### config.mk
export PLATFORM = sky130hd
export DESIGN_NAME = ua_pipelined
export DESIGN_NICKNAME = d
export VERILOG_FILES = /design/src/rtl/ua_pipelined.sv
export SDC_FILE = /design/constraint.sdc
export NUM_CORES = 1
export LEC_CHECK = 0
export ABC_AREA = 1
export CAP_MARGIN = 40
export CORE_ASPECT_RATIO = 0.8
export CORE_UTILIZATION = 55
export DETAILED_ROUTE_END_ITERATION = 10
export GPL_TIMING_DRIVEN = 0
export PLACE_DENSITY = 0.83
export SLEW_MARGIN = 20
export SYNTH_ARGS = -nofsm -noshare
export SYNTH_HDL_FRONTEND = slang
export SYNTH_SLANG_ARGS = --single-unit
### constraint.sdc
create_clock -name Clock -period 8 [get_ports Clock]
set_clock_uncertainty 0.15 [all_clocks]
set_input_delay 1.6 -clock Clock [delete_from_list [all_inputs] [get_ports Clock]]
set_output_delay 1.6 -clock Clock [all_outputs]
set_load 0.03 [all_outputs]
### src/rtl/ua_pipelined.sv
// Pipelined Tomasulo integer unit: issue handshake, CDB-grant stall, flush, signed SLT.
// Define UA_OVERFLOW_FLAG_EN to add the Transbordo signed-overflow output.
module ua_pipelined #(
   parameter int W    = 16,
   parameter int TAGW = 3,
   parameter int LAT  = 2
) (
   input  logic            Clock,
   input  logic            Resetn,
   input  logic            Valido,
   output logic            Pronto,
   input  logic [W-1:0]    Dado1,
   input  logic [W-1:0]    Dado2,
   input  logic [2:0]      op,
   input  logic [TAGW-1:0] Tag,
   input  logic            Limpa,
   input  logic            Concedido,
   output logic            ResValido,
   output logic [W-1:0]    Resultado,
   output logic [TAGW-1:0] ResTag
`ifdef UA_OVERFLOW_FLAG_EN
   ,
   output logic            Transbordo
`endif
);

   logic [LAT-1:0]  vld;
   logic [W-1:0]    res  [LAT];
   logic [TAGW-1:0] tags [LAT];
   logic            stall;
   logic [W-1:0]    sum;
   logic [W-1:0]    diff;
   logic [W-1:0]    s1res;

   // A result waiting on the bus without a grant freezes the whole pipe.
   assign stall  = vld[LAT-1] & ~Concedido;
   assign Pronto = ~stall;

   assign sum  = Dado1 + Dado2;
   assign diff = Dado1 - Dado2;

   always_comb begin
      s1res = '0;
      case (op)
         3'b001:  s1res = sum;
         3'b010:  s1res = diff;
         3'b011:  s1res = sum;
         3'b100:  s1res = sum;
         3'b101:  s1res = {{(W-1){1'b0}}, ($signed(Dado1) < $signed(Dado2))};
         default: s1res = '0;
      endcase
   end

`ifdef UA_OVERFLOW_FLAG_EN
   logic ovf [LAT];
   logic s1ovf;

   always_comb begin
      s1ovf = 1'b0;
      case (op)
         3'b001:  s1ovf = (Dado1[W-1] == Dado2[W-1]) && (sum[W-1] != Dado1[W-1]);
         3'b010:  s1ovf = (Dado1[W-1] != Dado2[W-1]) && (diff[W-1] != Dado1[W-1]);
         default: s1ovf = 1'b0;
      endcase
   end

   always_ff @(posedge Clock) begin
      if (!Resetn) begin
         for (int i = 0; i < LAT; i++) ovf[i] <= 1'b0;
      end else if (!Limpa && !stall) begin
         ovf[0] <= s1ovf;
         for (int i = 1; i < LAT; i++) ovf[i] <= ovf[i-1];
      end
   end

   assign Transbordo = ovf[LAT-1];
`endif

   // Flush only drops valid bits; result/tag payloads keep their last values.
   always_ff @(posedge Clock) begin
      if (!Resetn) begin
         vld <= '0;
         for (int i = 0; i < LAT; i++) begin
            res[i]  <= '0;
            tags[i] <= '0;
         end
      end else if (Limpa) begin
         vld <= '0;
      end else if (!stall) begin
         vld[0]  <= Valido;
         res[0]  <= s1res;
         tags[0] <= Tag;
         for (int i = 1; i < LAT; i++) begin
            vld[i]  <= vld[i-1];
            res[i]  <= res[i-1];
            tags[i] <= tags[i-1];
         end
      end
   end

   assign ResValido = vld[LAT-1];
   assign Resultado = res[LAT-1];
   assign ResTag    = tags[LAT-1];

endmodule

* Word-level counts from Yosys, hierarchy flattened
Memories as Yosys holds them, arrays and structs flattened.
Index checks and enable logic that the tools add are counted.
** Storage, ports and cells
- Memory bits (writable) :: 38
- Output and inout bits :: 21
- Latch bits :: 0
- Memories kept :: 2
- Input port bits :: 43
- Memory bits (read-only) :: 0
- Logic and storage cells :: 31
- Bits in registers :: 2
** Cells by class
- Divide/modulo/power cells :: 0
- Add/sub/neg operators :: 2
- Shifts and indexed selects :: 0
- Reductions and logical operators :: 2
- Multipliers :: 0
- Mux-type cells :: 10
- Bitwise gates (word level) :: 8
- Equality and inequality tests :: 5
- Order comparisons :: 1
** Memory list
- res :: depth 2, bits a word 16, rd ports 2, clocked after Yosys merged registers in 0, write ports 2, line 28 : logic [W-1:0] res [LAT];
- tags :: depth 2, bits a word 3, rd ports 2, clocked after Yosys merged registers in 0, write ports 2, line 29 : logic [TAGW-1:0] tags [LAT];
** Operator list (number)
- 16-bit case mux with 3 select lines :: 1
- 16-bit two-way mux :: 2
- 16-bit adder :: 1
- 16-bit < comparator :: 1
- 16-bit subtractor :: 1
- 3-bit by 2-bit == test with 1-bit output (second input constant) :: 2
- 3-bit == test (second input constant) :: 2
- 3-bit two-way mux :: 2
- 1-bit two-way mux :: 5
- 1-bit bitwise OR :: 4
- 3-bit by 1-bit == test with 1-bit output (second input constant) :: 1
- 1-bit inverter :: 3
- 3-bit OR reduction :: 1
- 2-bit OR reduction :: 1
- 1-bit bitwise AND :: 1

* Logic depth before layout (Yosys ltp)
Gate-level depths: netlist of run 1.
- Depth after elaboration :: 7
- Mapped depth :: 13
- Depth with buffers taken out :: 13

* Worst setup path after synthesis of run 1
No wires, ideal clock.
- Kind :: in2reg
- Start point :: in Concedido
- End point :: mem res[0][0], enable pin
- Arrival time :: 4.361 ns
- Data required time :: 7.364 ns
- Library setup time :: 0.486 ns
- Cell stages on the path :: 2
- Setup slack :: 3.003 ns
- Buffers on the path :: 0
- Cell sequence :: nor2_1 -> o21ai_0
** RTL lines
- start, declared :: line 17 : input logic Concedido,
- end, declared :: line 28

* Worst setup path after layout of run 1
- Start point :: in Concedido
- End point :: out Pronto
** On the way
- Longest elaborated chain between the ends :: 3
** Ends and longest elaborated chain
- 1-bit inverter :: line 36 : assign stall = vld[LAT-1] & ~Concedido;
- 1-bit bitwise AND :: line 36
- 1-bit inverter :: line 37 : assign Pronto = ~stall;
- end, declared :: line 11 : output logic Pronto,
Every way passes these cells.

==> metrics.txt, run 1 <==
largest family of logic cells by synthesized area simple AND/OR/NAND/NOR gates; core area 0.00689 sq mm; Worst Path Required 6.25 ns; Crit Path Category input pin to output port; die width 96.3 um; fin util 0.694; slowest stage delay, CP 0.61 ns; max_cap viols 0; drt drc 0; Detailed Routing Iterations Pass 1 4; r2r endpoint res[0][9]$_SDFFCE_PN0P_; CP Max Fanout 4; max_slew headroom 0.514; Initial Utilization 0.568; Reg-to-Reg Start vld[1]$_SDFFE_PP0N_; Post-Syn Instances 558; vias post-DR 3,568; worst slack at placement 3.19 ns; I/O pins 64; Max Fclk 209 MHz; Synth Area in Compound Gates 0.0918; Port Buf Inserts 63; final hold vios 0; post-DP HPWL around 7600 um; Worst setup EP type output port; Post-synth ARST share 0; Synth top area share 0.292; Hold Path Class flop to flop; root buffer cell clkbuf_8; worst-margin pin slew about 0.73 ns; cell total after placement 709; largest net degree at the start of global routing 24; type of origin of the critical path input pin; Synth area leaders edfxtp_1 (29%), nand2_1 (13%), inv_1 (10%), ha_1 (9.9%), nand3_1 (5.0%); cts hold-fix bufs 0; P_leak 2.44 nW; Final min period 4.79 ns; Non-Filler Instances 717; Routed Antenna Nets 0; CP most frequent cell clkdlybuf4s50_1; total global-route track usage 0.264; clk sink count 40; diode count 0; global route total overflow 0; die height 77.4 um; adder-cell area share of the yosys netlist 0.109; average wire per standard cell between 10 and 15 um; final hold slack 0.338 ns; final worst path period share 0.598; reg2reg setup slack 6.11 ns; simple-gate area share of the yosys netlist 0.309; PostCTS Resize Cnt 0; leading register cell type out of synthesis edfxtp_1; TritonCTS clock tree done; total routed wirelength 9140 um; Area Overhead vs Synth 22.3%; Post-Synth XOR/XNOR Area 0.00448; Post-synth top cells nand2_1 (140), inv_1 (108), nor2_1 (47); CP arrival 3.04 ns; GP Congestion about 0.94; die area 0.00745 sq mm; clk_lat worst skew 0.29 ns; R2R depth 6; final setup fails 0; unrepaired setup endpoints after global routing no; Layout Nets 705; global-route wire length before repair 15,300 um; vias per inst 4.98; number of synthesized flops with an enable pin 38; row cnt 27; CTS max path bufs 2; H-tree depth 2; Seq/Total Area, Yosys 0.302; Mapped Avg Cell Area 7.01 sq um; worst vdd ir 0.0693 mV; initial antenna violation count 0; count of cell types in the netlist 38; proportion of synthesized area in mux cells 0; number of global-route vias before repair ~3,400; Seq cells post-synth 40; share of cells above drive strength 1 0.151; Syn Nets 634; Yosys warnings 0; # Post-CTS Setup Buffers 0; total CTS buffers 5; top-count cell post-synth nand2_1; Crit-path slowest cell clkdlybuf4s50_1; Worst-path clk slew 0.07 ns; Worst Hold Path EP vld[1]$_SDFFE_PP0N_; max-slew violations 0; synthesized area ~0.0039 sq mm; outcome complete, no violations; CP Cell Sequence clkdlybuf4s50_1 > nor2_1 > inv_1 > clkdlybuf4s50_1; post-synthesis cell type with the largest combined area edfxtp_1; P per Cell Area 136 mW/mm^2; worst setup margin 3.21 ns; initial DRC count 151; Final TNS setup 0 ns; hold path startpoint vld[0]$_SDFFE_PP0N_; hold depth 1
==> power by group <==
part	switching [mW]	internal, mW
logic	0.145	0.0997
clock network	0.0654	0.0925
registers	0.00407	0.246
==> how the worst max path moves through the flow <==
stage                   start                  endpoint  slack [ns]  depth (start not counted)
global route        Concedido                    Pronto        3.18                          4
CTS                 Concedido                    Pronto        3.19                          4
global placement    Concedido  res[0][18]$_SDFFCE_PN0P_        1.84                          3
floorplan           Concedido   res[0][0]$_SDFFCE_PN0P_        3.00                          2
detailed placement  Concedido                    Pronto        3.19                          4
finish              Concedido                    Pronto        3.21                          4
==> stage by stage <==
step / cell area [sq um] / total power, mW
after floorplan: 3910 / 0.420
after global placement: 4650 / 0.489
after detailed placement: 4680 / 0.496
after CTS: 4780 / 0.651
after global routing: 4780 / 0.694
final: 4780 / 0.652
==> metal layers <==
metal  up-vias  share of wire  GRT usage
met5         -              0          0
met4         0          0.016     0.0791
met3        13          0.059     0.0353
met2       122           0.48      0.445
met1      1579           0.44      0.349
li1       1854              -          -
==> area by class of cell <==
cell class,instances,area [sq um]
timing repair buffer,64,646
inverter,121,454
buffer,34,264
fill,592,2110
multi-input combinational,363,2020
clock buffer,6,72.6
sequential,40,1180
tap,87,109
clock inverter,2,35.0
==> layout by cell type (no fill, tap or decap), types with 6 or more instances in the layout <==
cell type,instances
nand2_1,140
inv_1,108
clkdlybuf4s50_1,63
nor2_1,47
nand3_1,39
edfxtp_1,38
a21oi_1,32
ha_1,31
buf_4,23
inv_2,13
nand2_2,13
a21oi_2,8
o21ai_0,7
buf_6,6
nand3_2,6
==> worst max-delay path, delay by kind of cell <==
kind	cells	cell delay, ns
buf+inv	3	1.13
simple gates	1	0.31
==> kinds of logic (layout without fill, tap and decap cells) <==
family | after synthesis | after routing
compound gates | 60 | 60
fa+ha+maj | 33 | 33
simple gates | 268 | 268
buf+inv | 155 | 227
flops | 40 | 40
xor+xnor | 2 | 2
==> sequential cells by signal, indices dropped and copies added, names as in the netlist <==
name  flops
tags      6
res      32
vld       2
(Power assumes the default switching activity.)
==> run 2, diff against run 1 <==
CORE_UTILIZATION = 50   (was 55)
PLACE_DENSITY = 0.79   (was 0.83)
clock period = 4.1 ns   (was 8 ns; I/O delays follow)
==> run 2 against run 1 <==
Effect of this change:
- clock-buffer cell count up 2
- final cell count up 2.5%
- non-clock buffer count unchanged
- worst hold slack worse by 0.012 ns
- combinational power up 95%
- register-to-register slack worse by 3.9 ns
- worst setup slack worse by 2.4 ns
- cell area up 0.16%
- routed wire length down 5.0%
- core utilization down 5.5 points
- critical path type unchanged
- critical endpoint unchanged
- largest cell class unchanged
==> metrics.txt, run 2 (same netlist as run 1, synthesis figures left out) <==
outcome complete, no violations; Worst-path clk slew 0.06 ns; Routed Antenna Nets 0; biggest regs res (32), tags (6), vld (2); Final min period 3.25 ns; Cell Area, Placed ~0.0047 sq mm; die width 101 um; root buffer cell clkbuf_8; drt drc 0; Non-Filler Instances around 740; Worst Path Required about 3.1 ns; Sw Pwr 0.405 mW; GP Congestion 0.893; cell total after placement 727; CP most frequent cell clkdlybuf4s50_1; clock power share 0.198; Initial Utilization 0.522; max_cap viols 0; Detailed Routing Iterations Pass 1 5; max reg flops 32; Layout Nets approximately 710; diode count 0; P_leak 2.43 nW; global-route wire length before repair 14,500 um; type of origin of the critical path input pin; sequential power share 0.405; CP Max Fanout 4; Crit Path Category input pin to output port; PostCTS Resize Cnt 0; final setup fails 0; worst-margin pin slew 0.590 ns; post-DP HPWL 7290 um; Area Overhead vs Synth 22.5%; CP arrival 2.28 ns; worst setup margin 0.854 ns; max-slew violations 0; Pint about 0.80 mW; clk sink count 40; Comb power frac 0.397; cts hold-fix bufs 0; die height 81.1 um; CP Buf/Inv Count 3; most common cell after layout, fill and taps aside nand2_1; global route total overflow 0; initial antenna violation count 0; final worst path period share 0.792; # Post-CTS Setup Buffers 0; Port Buf Inserts 63; number of global-route vias before repair 3,242; final hold vios 0; Max Fclk 308 MHz; fin util 0.639; clk_lat worst skew 0.28 ns; Hold Path Class flop to flop; Fill cells approximately 700; total global-route track usage 0.230; vias post-DR approximately 3,600; average wire per standard cell 11.8 um; final hold slack around 0.33 ns; slowest stage delay, CP 0.61 ns; CP top delay family buffers and inverters; Sw Ratio 0.338; largest net degree at the start of global routing 23; Final TNS setup 0 ns; Tot Pwr ~1.2 mW; max_slew headroom 0.605; unrepaired setup endpoints after global routing no; largest reg by FF count res; worst vdd ir 0.149 mV; P per Cell Area 251 mW/mm^2; CTS max path bufs 2; total CTS buffers 5; I/O pins 64; vias per inst 4.86; share of cells above drive strength 1 0.148; CP Cell Sequence clkdlybuf4s50_1 > nor2_1 > inv_1 > clkdlybuf4s50_1; most frequent cells in the layout nand2_1 (140), inv_1 (108), clkdlybuf4s50_1 (63); Worst setup EP type output port; Design Area, Final 0.00479 sq mm; initial DRC count approximately 220; worst slack at placement 0.852 ns; total routed wirelength 8680 um; Crit-path slowest cell clkdlybuf4s50_1; core area 0.00750 sq mm; die area 0.00818 sq mm; H-tree depth 2; row cnt 28; TritonCTS clock tree done
run 2: cell types whose count changed in the layout (fill, tap and decap cells not counted), sizes merged:
cell    delta
clkinv     -1
bufinv     -1
clkbuf     +2
run 2: cell type report:
cell class              instances  area [sq um]  area share
clock buffers                   8          80.1      0.0167
repair buffers                 64           658       0.137
multi-input cells             363          2020       0.422
flip-flops and latches         40          1180       0.246
well taps                     105           131      0.0274
plain buffers                  34           264      0.0551
inverters                     121           454      0.0948
run 2: final timing paths:
kind,startpoint,endpoint,slack (ns),depth (start not counted)
setup / recovery,Concedido,Pronto,0.85,4
setup reg to reg,vld[1]$_SDFFE_PP0N_,res[0][9]$_SDFFCE_PN0P_,2.20,6
hold reg to reg,vld[0]$_SDFFE_PP0N_,vld[1]$_SDFFE_PP0N_,0.33,1
hold / removal,vld[0]$_SDFFE_PP0N_,vld[1]$_SDFFE_PP0N_,0.33,1
run 2: worst register-to-register path, stage by stage, from the launching register on:
cell      delay, ns
dfxtp_1        0.32
inv_1          0.04
nor2_1         0.28
inv_1          0.13
nand2_1        0.10
clkbuf_1       0.45
a21oi_1        0.15
run 2: power by group through the flow:
stage / registers, mW / clock network [mW] / logic [mW]
after global routing: 0.489 / 0.264 / 0.531
after global placement: 0.496 / 0 / 0.458
final: 0.486 / 0.238 / 0.477
after detailed placement: 0.495 / 0 / 0.472
after floorplan: 0.495 / 0 / 0.324
after CTS: 0.487 / 0.245 / 0.474
run 2: layer usage:
layer  up-vias  wire length, um  part of all wire  GRT usage
li1       1859                -                 -          -
met1      1586             3970              0.46      0.299
met2       111             4110              0.47      0.399
met3        13              452             0.052     0.0293
met4         0              146             0.017     0.0768
met5         -                0                 0          0
